**src/rtl/shift_pkg.sv**
```systemverilog
// Shared types and constants for the shift-register sequencer.
package shift_pkg;

   typedef enum logic [1:0] {
      IDLE  = 2'd0,
      LOAD  = 2'd1,
      SHIFT = 2'd2,
      DONE  = 2'd3
   } state_t;

   localparam logic DIR_LSB     = 1'b0;
   localparam logic DIR_MSB     = 1'b1;
   localparam int   SHIFT_CNT_W = 3;

endpackage

```
**src/rtl/shift_sequencer.sv**
```systemverilog
// Control stage that loads a 4-bit load/shift register and clocks it out as a
// qualified serial stream (parallel-to-serial), one word per SHIFTS+3 cycles.
module shift_sequencer
   import shift_pkg::*;
#(
   parameter int   SHIFTS = 4,
   parameter logic FILL   = 1'b0
) (
   input  logic       C,
   input  logic       nR,
   input  logic       in_valid,
   output logic       in_ready,
   input  logic [3:0] in_data,
   input  logic       in_dir,
   input  logic       flush,
   output logic       sr_L,
   output logic       sr_RTL,
   output logic [3:0] sr_D,
   input  logic [3:0] sr_Q,
   output logic       ser_out,
   output logic       ser_valid,
   output logic       done,
   output logic       busy
);

   localparam logic [SHIFT_CNT_W-1:0] CNT_LAST = SHIFT_CNT_W'(SHIFTS - 1);

   state_t                 state, state_d;
   logic [3:0]             word_q;
   logic                   dir_q;
   logic [SHIFT_CNT_W-1:0] cnt;
   logic                   accept;

   // Middle register bits never leave the register toward the stream.
   logic unused_sr_q;
   assign unused_sr_q = ^sr_Q[2:1];

   assign accept = (state == IDLE) && in_valid && !flush;

   always_ff @(posedge C or negedge nR) begin
      if (!nR) state <= IDLE;
      else     state <= state_d;
   end

   always_comb begin
      state_d = state;
      if (flush) begin
         state_d = IDLE;
      end else begin
         case (state)
            IDLE:    if (in_valid) state_d = LOAD;
            LOAD:    state_d = SHIFT;
            SHIFT:   if (cnt == CNT_LAST) state_d = DONE;
            DONE:    state_d = IDLE;
            default: state_d = IDLE;
         endcase
      end
   end

   always_ff @(posedge C or negedge nR) begin
      if (!nR) begin
         word_q <= '0;
         dir_q  <= DIR_LSB;
         cnt    <= '0;
      end else begin
         if (accept) begin
            word_q <= in_data;
            dir_q  <= in_dir;
         end
         if (state == LOAD)       cnt <= '0;
         else if (state == SHIFT) cnt <= cnt + SHIFT_CNT_W'(1);
      end
   end

   // ser_out is the only output that looks at a live input (the register feedback).
   always_comb begin
      in_ready  = (state == IDLE);
      busy      = (state != IDLE);
      sr_L      = 1'b0;
      sr_RTL    = dir_q;
      sr_D      = '0;
      ser_valid = 1'b0;
      ser_out   = 1'b0;
      done      = 1'b0;
      case (state)
         LOAD: begin
            sr_L = 1'b1;
            sr_D = word_q;
         end
         SHIFT: begin
            ser_valid = 1'b1;
            if (dir_q == DIR_MSB) begin
               sr_D    = {3'b000, FILL};
               ser_out = sr_Q[3];
            end else begin
               sr_D    = {FILL, 3'b000};
               ser_out = sr_Q[0];
            end
         end
         DONE:    done = 1'b1;
         default: ;
      endcase
   end

endmodule

```
**config.mk**
```make
export PLATFORM = sky130hd
export DESIGN_NAME = shift_sequencer
export DESIGN_NICKNAME = d
export VERILOG_FILES = /design/src/rtl/shift_pkg.sv /design/src/rtl/shift_sequencer.sv
export SDC_FILE = /design/constraint.sdc
export NUM_CORES = 1
export LEC_CHECK = 0
export ABC_AREA = 1
export CORE_MARGIN = 5
export CORE_UTILIZATION = 43
export CTS_BUF_LIST = sky130_fd_sc_hd__clkbuf_4
export DETAILED_ROUTE_END_ITERATION = 6
export HOLD_SLACK_MARGIN = 0.03
export PLACE_DENSITY = 0.81
export SYNTH_ARGS = -nofsm -noshare
export SYNTH_HDL_FRONTEND = slang
export SYNTH_SLANG_ARGS = --single-unit
```
**constraint.sdc**
```tcl
create_clock -name C -period 1.44 [get_ports C]
set_clock_uncertainty 0.05 [all_clocks]
set_input_delay 0.288 -clock C [delete_from_list [all_inputs] [get_ports C]]
set_output_delay 0.288 -clock C [all_outputs]
set_load 0.1 [all_outputs]
```
# Word level (Yosys, flattened, before mapping)
# Cells that the tools add are included.
[classes]
addsub = 1
eq_ne = 6
n_mux = 12
reduce_logical = 7
[op_table]
columns = ["op", "n"]
rows = [
  ["2-bit case mux with 4 select lines", 1],
  ["2-bit two-way mux", 3],
  ["3-bit two-way mux", 2],
  ["1-bit two-way mux", 5],
  ["2-bit == test, second input constant", 2],
  ["4-bit two-way mux", 1],
  ["2-bit nonzero test", 2],
  ["3-bit by 1-bit adder with 3-bit output, second input constant", 1],
  ["3-bit by 2-bit == test with 1-bit output, second input constant", 1],
  ["3-bit by 2-bit != test with 1-bit output, second input constant", 1],
  ["3-bit != test, second input constant", 1],
  ["2-bit by 1-bit == test with 1-bit output, second input constant", 1],
  ["1-bit logical AND", 2],
  ["2-bit zero test", 1],
  ["2-bit AND reduction", 1],
  ["1-bit zero test", 1],
]
[word_totals]
regBits = 10
in_bits = 13
out_inout_bits = 11
elab_cells = 30

# Depth between registers and ports, before layout
[depth]
depth_word = 4
mapped_depth = 7
mapped_depth_nobuf = 7

# Worst setup path before layout
# No wires, ideal clock.
[synth_path]
path_type = "register -> output"
start = "register state[0]"
end = "output port ser_out"
arrival_time_ps = 3036
t_required_ps = 1102
path_slack_ps = -1934
stages_incl_launch_ff = 5
path_buffers = 0
cell_sequence = "dfrtp_1 inv_1 ha_1 o21ai_0 a21oi_1"
[synth_via]
elab_chain_cells = 2
[synth_rtl]
columns = ["item", "line", "rtl"]
rows = [
  ["start, declared", "shift_sequencer.sv:28", "state_t state, state_d;"],
  ["start signal, assigned", "shift_sequencer.sv:42", "else state <= state_d;"],
  ["2-bit == test", "shift_sequencer.sv:85", "case (state)"],
  ["1-bit two-way mux", "shift_sequencer.sv:85", ""],
  ["end, declared", "shift_sequencer.sv:20", "output logic ser_out,"],
]
# Every way passes these cells.

# Worst setup path in the final report
[layout_path]
start = "register state[1]"
end = "output port sr_D[3]"
[layout_via]
elab_chain_cells = 2
[layout_rtl]
columns = ["item", "line", "rtl"]
rows = [
  ["2-bit by 1-bit == test with 1-bit output", "shift_sequencer.sv:85", ""],
  ["4-bit two-way mux", "--", ""],
  ["end, declared", "shift_sequencer.sv:18", "output logic [3:0] sr_D,"],
]
# Every way passes these cells.

==> metrics.txt <==
status=complete, but fails checks; violated checks=negative setup slack; post-synth top area cell=dfrtp_1; CP startpoint=state[1]$_DFFE_PN0P_; worst reg2reg path startpoint=state[0]$_DFFE_PN0P_; RSZ-0062 raised after global routing=true; chip width=46.7 um; Final nets=131; Routed WL=2050 um; # rows=13; Mapped Area=581 sq um; Leak=0.540 nW; Hold Crit Class=in -> async; fill count=49; Setup WS post-layout=-254 ps; most common cell in the netlist=nand2_1; number of diodes=0; GPL Wtd Cong=0.744; first-pass GRT wire length=around 2700 um; Clock transition at path regs=60 ps; non-filler cells, final=between 100 and 150; DRT iter0 DRCs=6; IO Count=24; final instance area=1170 sq um; Main synth FF type=dfrtp_1; GRT Total Usage=18.8%; pre-CTS setup slack=-87.5 ps; TNS Setup=-2030 ps; layout cells sized above 1=45.5%; largest net degree at the start of global routing=11; Post-synth EDFFs=0; Max clock buf depth=2; Setup violations, final=11; post-route minimum period=~1700 ps; Core Region=1280 sq um; part of the Yosys area used for sequential elements=43.1%; CP Capture Point=sr_D[3]; P&R area growth vs syn=102%; top-area cell type share of the netlist area=43.1%; vias in the first global route=605; total CTS buffers=3; die height=46.7 um; CTS tree=done; critical path class=reg -> out; Tcrit/Tclk final=118%; yosys warns=0; Cell Area, Placed=between 1000 and 1500 sq um; Slew headroom=a little over 70%; crit path launch type=register; reg2reg end=sr_RTL$_DFFE_PN0P_; final hold viol count=0; Synth cell types=13; post-synthesis register bit count=10; worst-margin pin slew=427 ps; initial antenna violation count=0; DRC violations left=0; Final ANT Viol Nets=0; max cap viols=0; hold slack=around 280 ps; CTS Sinks=10; input/output buffers=21; H-tree depth=1; Max FO, Critical Path=6; Initial Util=approximately 45%; hpwl dp=1190 um; Vias/cell=4.92; insertion delay to the later sink of the worst-skew pair=260 ps; via count=615; GRT overflow=0; ys async rst share=100%; syn_nets=92; post-synthesis cell count=72; routed wirelength normalized by instance count=16.4 um; root buffer cell=clkbuf_4; Critical Path End Type=output pin; CP Data Arrival Time=between 1000 and 1500 ps; critical path required time=1100 ps; Mean Syn Cell Area=8.06 sq um; cells taking the most area after synthesis=dfrtp_1 43%, ha_1 15%, nand2_1 12%; Pre-Repair DR Iteration Count=4; Worst R2R Setup Slack=0 ps; depth of the worst register-to-register path=7; placed cells=112; PwrDens=2610 nW/um^2; Peak Freq=just under 600 MHz; Commonest cells post-synth=19 x nand2_1, 17 x inv_1, 10 x dfrtp_1; fin. max-slew vios=0; die area=~2200 sq um; peak supply drop=1.59 mV
-- cell usage in the layout (no fill, tap or decap), types with 2 or more instances in the layout --
cell	Yosys	routed
nor2_1	4	4
nand2_2	0	3
o21ai_1	5	5
dfrtp_1	10	7
ha_1	7	3
buf_4	0	10
ha_4	0	4
inv_1	17	10
nand2_1	19	15
buf_12	0	11
nand3_1	3	3
dfrtp_2	0	3
clkdlybuf4s50_1	0	10
clkinvlp_4	0	5
buf_6	0	3
clkbuf_4	0	3
inv_4	0	2
-- cells by family (layout without fill, tap and decap cells) --
logic type / count (synthesis) / in the layout / synth area share (%)
and+or+nand+nor: 28 / 28 / 22.2
AOI/OAI and AO/OA: 9 / 9 / 7.97
buffers and inverters: 18 / 56 / 11.6
adders and majority gates: 7 / 7 / 15.1
DFF: 10 / 10 / 43.1
-- how the worst min path moves through the flow --
stage,from,end,depth (start not counted)
after floorplan,nR,cnt[0]$_DFFE_PN0P_,0
after global placement,cnt[1]$_DFFE_PN0P_,cnt[1]$_DFFE_PN0P_,2
after detailed placement,cnt[1]$_DFFE_PN0P_,cnt[1]$_DFFE_PN0P_,2
after CTS,nR,cnt[2]$_DFFE_PN0P_,1
after global routing,nR,cnt[2]$_DFFE_PN0P_,1
final,nR,cnt[2]$_DFFE_PN0P_,1
-- per-layer routing --
metal / vias to the layer above / share of wire (%) / global-route usage, %
li1: 294 / - / -
met1: 288 / 36 / 20.8
met2: 22 / 53 / 32.7
met3: 11 / 5.6 / 4.98
met4: 0 / 5.3 / 9.94
met5: - / 0 / 0
-- flip-flops by register name (all words and copies together), names as in the netlist --
register and flops:
word_q 4, cnt 3, state 2, sr_RTL 1
-- through the flow --
stage	utilization, %	total power, mW
after floorplan	-	1.88
after global placement	80.9	2.52
after detailed placement	80.9	2.57
after CTS	87.3	2.89
after global routing	91.0	3.20
final	91.0	3.06
-- worst max-delay path, stage by stage, from the launching register on --
cell        delay (ps)
dfrtp_2            450
inv_4               90
ha_4               200
nand2_2             80
clkinvlp_4          90
buf_12             170
-- power by group --
group	internal, mW	total, mW	switching, mW
registers	0.411	0.558	0.147
clock network	0.100	0.191	0.0909
logic	0.916	2.31	1.39
-- timing repair --
action / in CTS / in global routing
hold buffers: 0 / 0
pin swaps: 4 / 1
endpoints found under the setup margin: 10 / 10
resized for setup: 9 / 1
buffers inserted: 4 / 5
-- cell type report --
cell class | count | area, sq um | area share, %
Clock buffer | 3 | 22.5 | 1.93
Clock inverter | 1 | 3.75 | 0.321
Inverter | 18 | 91.3 | 7.81
Multi-Input combinational cell | 44 | 350 | 29.9
Sequential cell | 10 | 254 | 21.7
Tap cell | 15 | 18.8 | 1.60
Timing Repair Buffer | 34 | 429 | 36.7
Power figures use the tool's default switching activity.
